[config.mk]
export PLATFORM = sky130hd
export DESIGN_NAME = store_align_unit
export DESIGN_NICKNAME = d
export VERILOG_FILES = /design/src/rtl/store_align_unit.sv
export SDC_FILE = /design/constraint.sdc
export NUM_CORES = 1
export LEC_CHECK = 0
export CORE_UTILIZATION = 46
export CTS_CLUSTER_DIAMETER = 150
export DETAILED_ROUTE_END_ITERATION = 6
export HOLD_SLACK_MARGIN = 0.06
export PLACE_DENSITY = 0.77
export REMOVE_ABC_BUFFERS = 1
export SLEW_MARGIN = 30
export SYNTH_ARGS = -nofsm -noshare
export SYNTH_HDL_FRONTEND = slang
export SYNTH_SLANG_ARGS = --single-unit
[constraint.sdc]
create_clock -name clk -period 5.14 [get_ports clk]
set_clock_uncertainty 0.1 [all_clocks]
set_input_delay 1.542 -clock clk [delete_from_list [all_inputs] [get_ports clk]]
set_output_delay 1.542 -clock clk [all_outputs]
set_load 0.02 [all_outputs]
[src/rtl/store_align_unit.sv]
// Store-path aligner: byte-lane masks, lane-shifted write data,
// valid/ready handshake and two-beat split of word-crossing stores.
module store_align_unit #(
  parameter int DATA_W         = 32,
  parameter int ADDR_W         = 32,
  parameter int SPLIT_MISALIGN = 1
) (
  input  logic                  clk,
  input  logic                  rst,
  input  logic                  req_valid,
  output logic                  req_ready,
  input  logic [ADDR_W-1:0]     req_addr,
  input  logic [DATA_W-1:0]     req_data,
  input  logic [1:0]            req_size,
  output logic                  mem_valid,
  input  logic                  mem_ready,
  output logic [ADDR_W-1:0]     mem_addr,
  output logic [DATA_W/8-1:0]   mem_mask,
  output logic [DATA_W-1:0]     mem_wdata,
  output logic                  misalign_err
);

  localparam int BYTES = DATA_W / 8;
  localparam int OFFW  = $clog2(BYTES);

  typedef enum logic [1:0] {
    IDLE,
    FIRST,
    LAST
  } state_t;

  state_t r_state;
  state_t w_next;

  logic [ADDR_W-1:0]    r_addr;
  logic [BYTES-1:0]     r_mask;
  logic [DATA_W-1:0]    r_wdata;
  logic [ADDR_W-1:0]    r_b1_addr;
  logic [BYTES-1:0]     r_b1_mask;
  logic [DATA_W-1:0]    r_b1_wdata;
  logic                 r_err;

  logic                 w_accept;
  logic                 w_illegal;
  logic                 w_cross;
  logic                 w_load0;
  logic                 w_load1;
  logic [3:0]           w_n;
  logic [OFFW-1:0]      w_off;
  logic [ADDR_W-1:0]    w_base;
  logic [ADDR_W-1:0]    w_base1;
  logic [2*BYTES-1:0]   w_nmask;
  logic [2*BYTES-1:0]   w_m2;
  logic [DATA_W-1:0]    w_dsz;
  logic [2*DATA_W-1:0]  w_d2;

  assign req_ready = !rst &&
                     (r_state == IDLE ||
                      (r_state == LAST && mem_ready));
  assign w_accept  = req_valid && req_ready;

  assign w_n     = 4'd1 << req_size;
  assign w_off   = req_addr[OFFW-1:0];
  assign w_base  = {req_addr[ADDR_W-1:OFFW], {OFFW{1'b0}}};
  assign w_base1 = w_base + ADDR_W'(BYTES);

  // Size-wide byte mask and size-truncated data, before shifting into lanes
  always_comb begin
    w_nmask = '0;
    w_dsz   = '0;
    for (int i = 0; i < 2*BYTES; i++) begin
      w_nmask[i] = (i < int'(w_n));
    end
    for (int i = 0; i < BYTES; i++) begin
      w_dsz[8*i+:8] = w_nmask[i] ? req_data[8*i+:8] : 8'h00;
    end
  end

  assign w_m2    = w_nmask << w_off;
  assign w_d2    = {{DATA_W{1'b0}}, w_dsz} << {w_off, 3'b000};
  assign w_cross = |w_m2[2*BYTES-1:BYTES];

  assign w_illegal = (w_cross && SPLIT_MISALIGN == 0) ||
                     (req_size == 2'd3 && BYTES < 8);

  // Next state and beat-load selects; a legal accept overrides the drain
  always_comb begin
    w_next  = r_state;
    w_load0 = 1'b0;
    w_load1 = 1'b0;
    case (r_state)
      IDLE:  w_next = IDLE;
      FIRST: begin
        if (mem_ready) begin
          w_load1 = 1'b1;
          w_next  = LAST;
        end
      end
      LAST: begin
        if (mem_ready) w_next = IDLE;
      end
      default: w_next = IDLE;
    endcase
    if (w_accept && !w_illegal) begin
      w_load0 = 1'b1;
      w_next  = w_cross ? FIRST : LAST;
    end
  end

  // State register; reset drops any pending second beat
  always_ff @(posedge clk or posedge rst) begin
    if (rst) r_state <= IDLE;
    else     r_state <= w_next;
  end

  // Output beat and pending second-beat registers, error pulse
  always_ff @(posedge clk or posedge rst) begin
    if (rst) begin
      r_addr     <= '0;
      r_mask     <= '0;
      r_wdata    <= '0;
      r_b1_addr  <= '0;
      r_b1_mask  <= '0;
      r_b1_wdata <= '0;
      r_err      <= 1'b0;
    end else begin
      r_err <= w_accept && w_illegal;
      if (w_load0) begin
        r_addr     <= w_base;
        r_mask     <= w_m2[BYTES-1:0];
        r_wdata    <= w_d2[DATA_W-1:0];
        r_b1_addr  <= w_base1;
        r_b1_mask  <= w_m2[2*BYTES-1:BYTES];
        r_b1_wdata <= w_d2[2*DATA_W-1:DATA_W];
      end else if (w_load1) begin
        r_addr  <= r_b1_addr;
        r_mask  <= r_b1_mask;
        r_wdata <= r_b1_wdata;
      end
    end
  end

  assign mem_valid    = (r_state != IDLE);
  assign mem_addr     = r_addr;
  assign mem_mask     = r_mask;
  assign mem_wdata    = r_wdata;
  assign misalign_err = r_err;

endmodule

==> results.sh <==
export IMPL_status="finished, final reports clean"
export IMPL_clk_latency_ps=410
export IMPL_drt_iter0_drc=549
export IMPL_ios=141
export IMPL_remaining_drc_errors=0
export IMPL_tns_ps=0
export IMPL_p_int_uw=2400
export IMPL_cts_setup_buffers=0
export IMPL_mappedNetlistArea_um2=6250
export IMPL_power_density_nw_per_um2=424
export IMPL_vias=5674
export IMPL_postPlaceCellArea_um2=7730
export IMPL_worst_setup_path_end_kind="primary output"
export IMPL_final_util_pct=62.4
export IMPL_finalMaxSlewViolations=0
export IMPL_route_met2_wl_um=8230
export IMPL_p_leak_uw=0.00346
export IMPL_area_growth_pct=32.1
export IMPL_period_needed_ps=4750
export IMPL_power_share_sequential_pct=38.9
export IMPL_relSlewSlack_pct=44.3
export IMPL_fmax_mhz=211
export IMPL_synthesis_instances=695
export IMPL_wl_met3_um=1360
export IMPL_drtPass1Iterations=7
export IMPL_synth_main_ff_cell="dfrtp_1"
export IMPL_clkPwrFrac_pct=31.2
export IMPL_design_area_um2=8260
export IMPL_layout_commonest_cell="nand2_1"
export IMPL_ys_ff_latch=127
export IMPL_synth_top_area_share_pct=50.8
export IMPL_drtAntennaViolNets=0
export IMPL_clock_sinks=127
export IMPL_fin_crit_sh_pct=92.3
export IMPL_num_rows=42
export IMPL_dieArea_um2=14100
export IMPL_synth_seq_area_share_pct=50.8
export IMPL_first_global_vias=5598
export IMPL_tightest_slew_ps=836
export IMPL_cp_max_fo=3
export IMPL_min_path_type="flop to flop"
export IMPL_cts_tree="done"
export IMPL_hold_buffers=0
export IMPL_core_um2=13200
export IMPL_setup_viol=0
export IMPL_cts_buffers=17
export IMPL_maxCapViolCount=0
export IMPL_multiInputGateArea_um2=2810
export IMPL_overflow=0
export IMPL_m1WireLength_um=7100
export IMPL_ctsResizeCount=0
export IMPL_layout_common_cells="nand2_1, clkdlybuf4s50_1, dfrtp_1"
export IMPL_async_reset_ff_share_pct=100
export IMPL_setup_worst_path_class="input pin to primary output"
export IMPL_critPathLaunchType="input pin"
export IMPL_avgViaCountPerCell=5.66
export IMPL_gp_congestion=0.919
export IMPL_vdd_ir_drop_max_uv=235
export IMPL_fin_nets=886
export IMPL_ys_top_cells_by_area="dfrtp_1, nand2_1, o21ai_0"
export IMPL_antenna_found_initial=0
export IMPL_die_h_um=119
export IMPL_clk_path_buf_depth=2
export IMPL_grt_pass1_wl_um=27900
export IMPL_htree_num_levels=4
export IMPL_die_x_um=119
export IMPL_drt_total_wl_um=17000
export IMPL_register_area_um2=3180
export IMPL_hpwlAfterDp_um=11600
export IMPL_start_util_pct=47.2
export IMPL_netSwitchingPower_uw=1100
export IMPL_p_sw_share_pct=31.3
export IMPL_portBuffers=138
export IMPL_synth_edf_count=0
export IMPL_cp_arrival_ps=3100
export IMPL_track_usage_pct=25.5
export IMPL_synth_area_per_cell_um2=9.00
export IMPL_layout_drive_gt1_share_pct=8.35
export IMPL_grt_max_degree=113
export IMPL_antenna_cells=0
export IMPL_n_fill_cell=1092
export IMPL_wl_per_cell_um=17.0
export IMPL_yosys_area_top_type="dfrtp_1"
export IMPL_clk_pin_slew_worst_paths_ps=50
export IMPL_top_layer="met4"
export IMPL_root_buffer="clkbuf_16"
export IMPL_synth_warnings=0
export IMPL_rsz0062_at_grt="false"
export IMPL_ys_types=50
export IMPL_hold_violations=0
export IMPL_worstPathRequired_ps=3500
export IMPL_p_comb_share_pct=30.0
-- final timing paths --
| path | start | end | slack (ps) | depth (start not counted) |
|---|---|---|---|---|
| min in group asynchronous | rst | misalign_err | 1580 | 2 |
| max reg2reg | r_state[1] | mem_addr[9] | 2850 | 5 |
| max in group asynchronous | rst | mem_wdata[4] | 2530 | 3 |
| min | r_b1_wdata[23] | r_b1_wdata[23] | 370 | 2 |
| min reg2reg | r_b1_wdata[23] | r_b1_wdata[23] | 370 | 2 |
| max | rst | req_ready | 390 | 4 |
-- critical path: stages --
cell and delay (ps):
clkdlybuf4s50_1 460, nor2_1 270, and2_1 210, clkdlybuf4s50_1 620
-- per-layer routing --
layer | vias up | global-route usage [%]
met2 | 259 | 40.3
met5 | - | 0
li1 | 2659 | -
met3 | 29 | 8.35
met1 | 2727 | 32.1
met4 | 0 | 10.4
-- cells in the mapped netlist, drive strengths merged, types with 3 or more instances --
| library cell | instances |
|---|---|
| buf | 33 |
| a22oi | 20 |
| xor2 | 24 |
| o22ai | 3 |
| a2bb2oi | 5 |
| nor3 | 6 |
| and3 | 4 |
| mux2 | 16 |
| xnor2 | 4 |
| clkbuf | 15 |
| and2 | 4 |
| or2 | 4 |
| dfrtp | 127 |
| a22o | 5 |
| nand2 | 164 |
| a31oi | 46 |
| nand3 | 23 |
| nor2 | 70 |
| inv | 5 |
| a21oi | 15 |
| nand4 | 13 |
| o21ai | 72 |
-- logic make-up (layout without fill, tap and decap cells) --
group | Yosys count | after routing | synth area share (%)
AO/OA/AOI/OAI | 171 | 171 | 16.5
AND/OR/NAND/NOR | 298 | 298 | 21.0
buffers and inverters | 53 | 183 | 4.60
other | 1 | 2 | 0.0600
adder cells (fa/ha/maj) | 1 | 1 | 0.200
XOR/XNOR | 28 | 28 | 3.92
flip-flops | 127 | 127 | 50.8
multiplexers | 16 | 16 | 2.88
-- registers in the layout, indices dropped and copies added, names as in the netlist --
signal and cells:
mem_addr 30, mem_mask 4, mem_wdata 32, misalign_err 1, r_b1_addr 30, r_b1_mask 4
r_b1_wdata 24, r_state 2
-- power groups by stage --
stage	combinational, uW	clock, uW	sequential, uW
3_5_place_dp	1050	0	1380
2_1_floorplan	335	0	1550
6_report	1050	1090	1360
5_1_grt	1130	1150	1390
3_3_place_gp	1030	0	1360
4_1_cts	1060	1110	1360
-- final cells by class --
class                           count  area share (%)
Tap cell                          176            2.67
Multi-Input combinational cell    516            34.0
Sequential cell                   127            38.5
Clock buffer                       24            5.71
Inverter                            5           0.257
Timing Repair Buffer              148            18.2
Clock inverter                      6           0.742
-- stage by stage --
stage / instances / total power [uW] / hold WS, ps / setup WS (ps)
after floorplan: 648 / 1890 / 333 / 114
after global placement: 972 / 2390 / 346 / 464
after detailed placement: 972 / 2430 / 357 / 400
after CTS: 1002 / 3520 / 368 / 395
after global routing: 1002 / 3670 / 394 / 368
final: 1002 / 3500 / 371 / 393
Power figures use the tool's default switching activity.
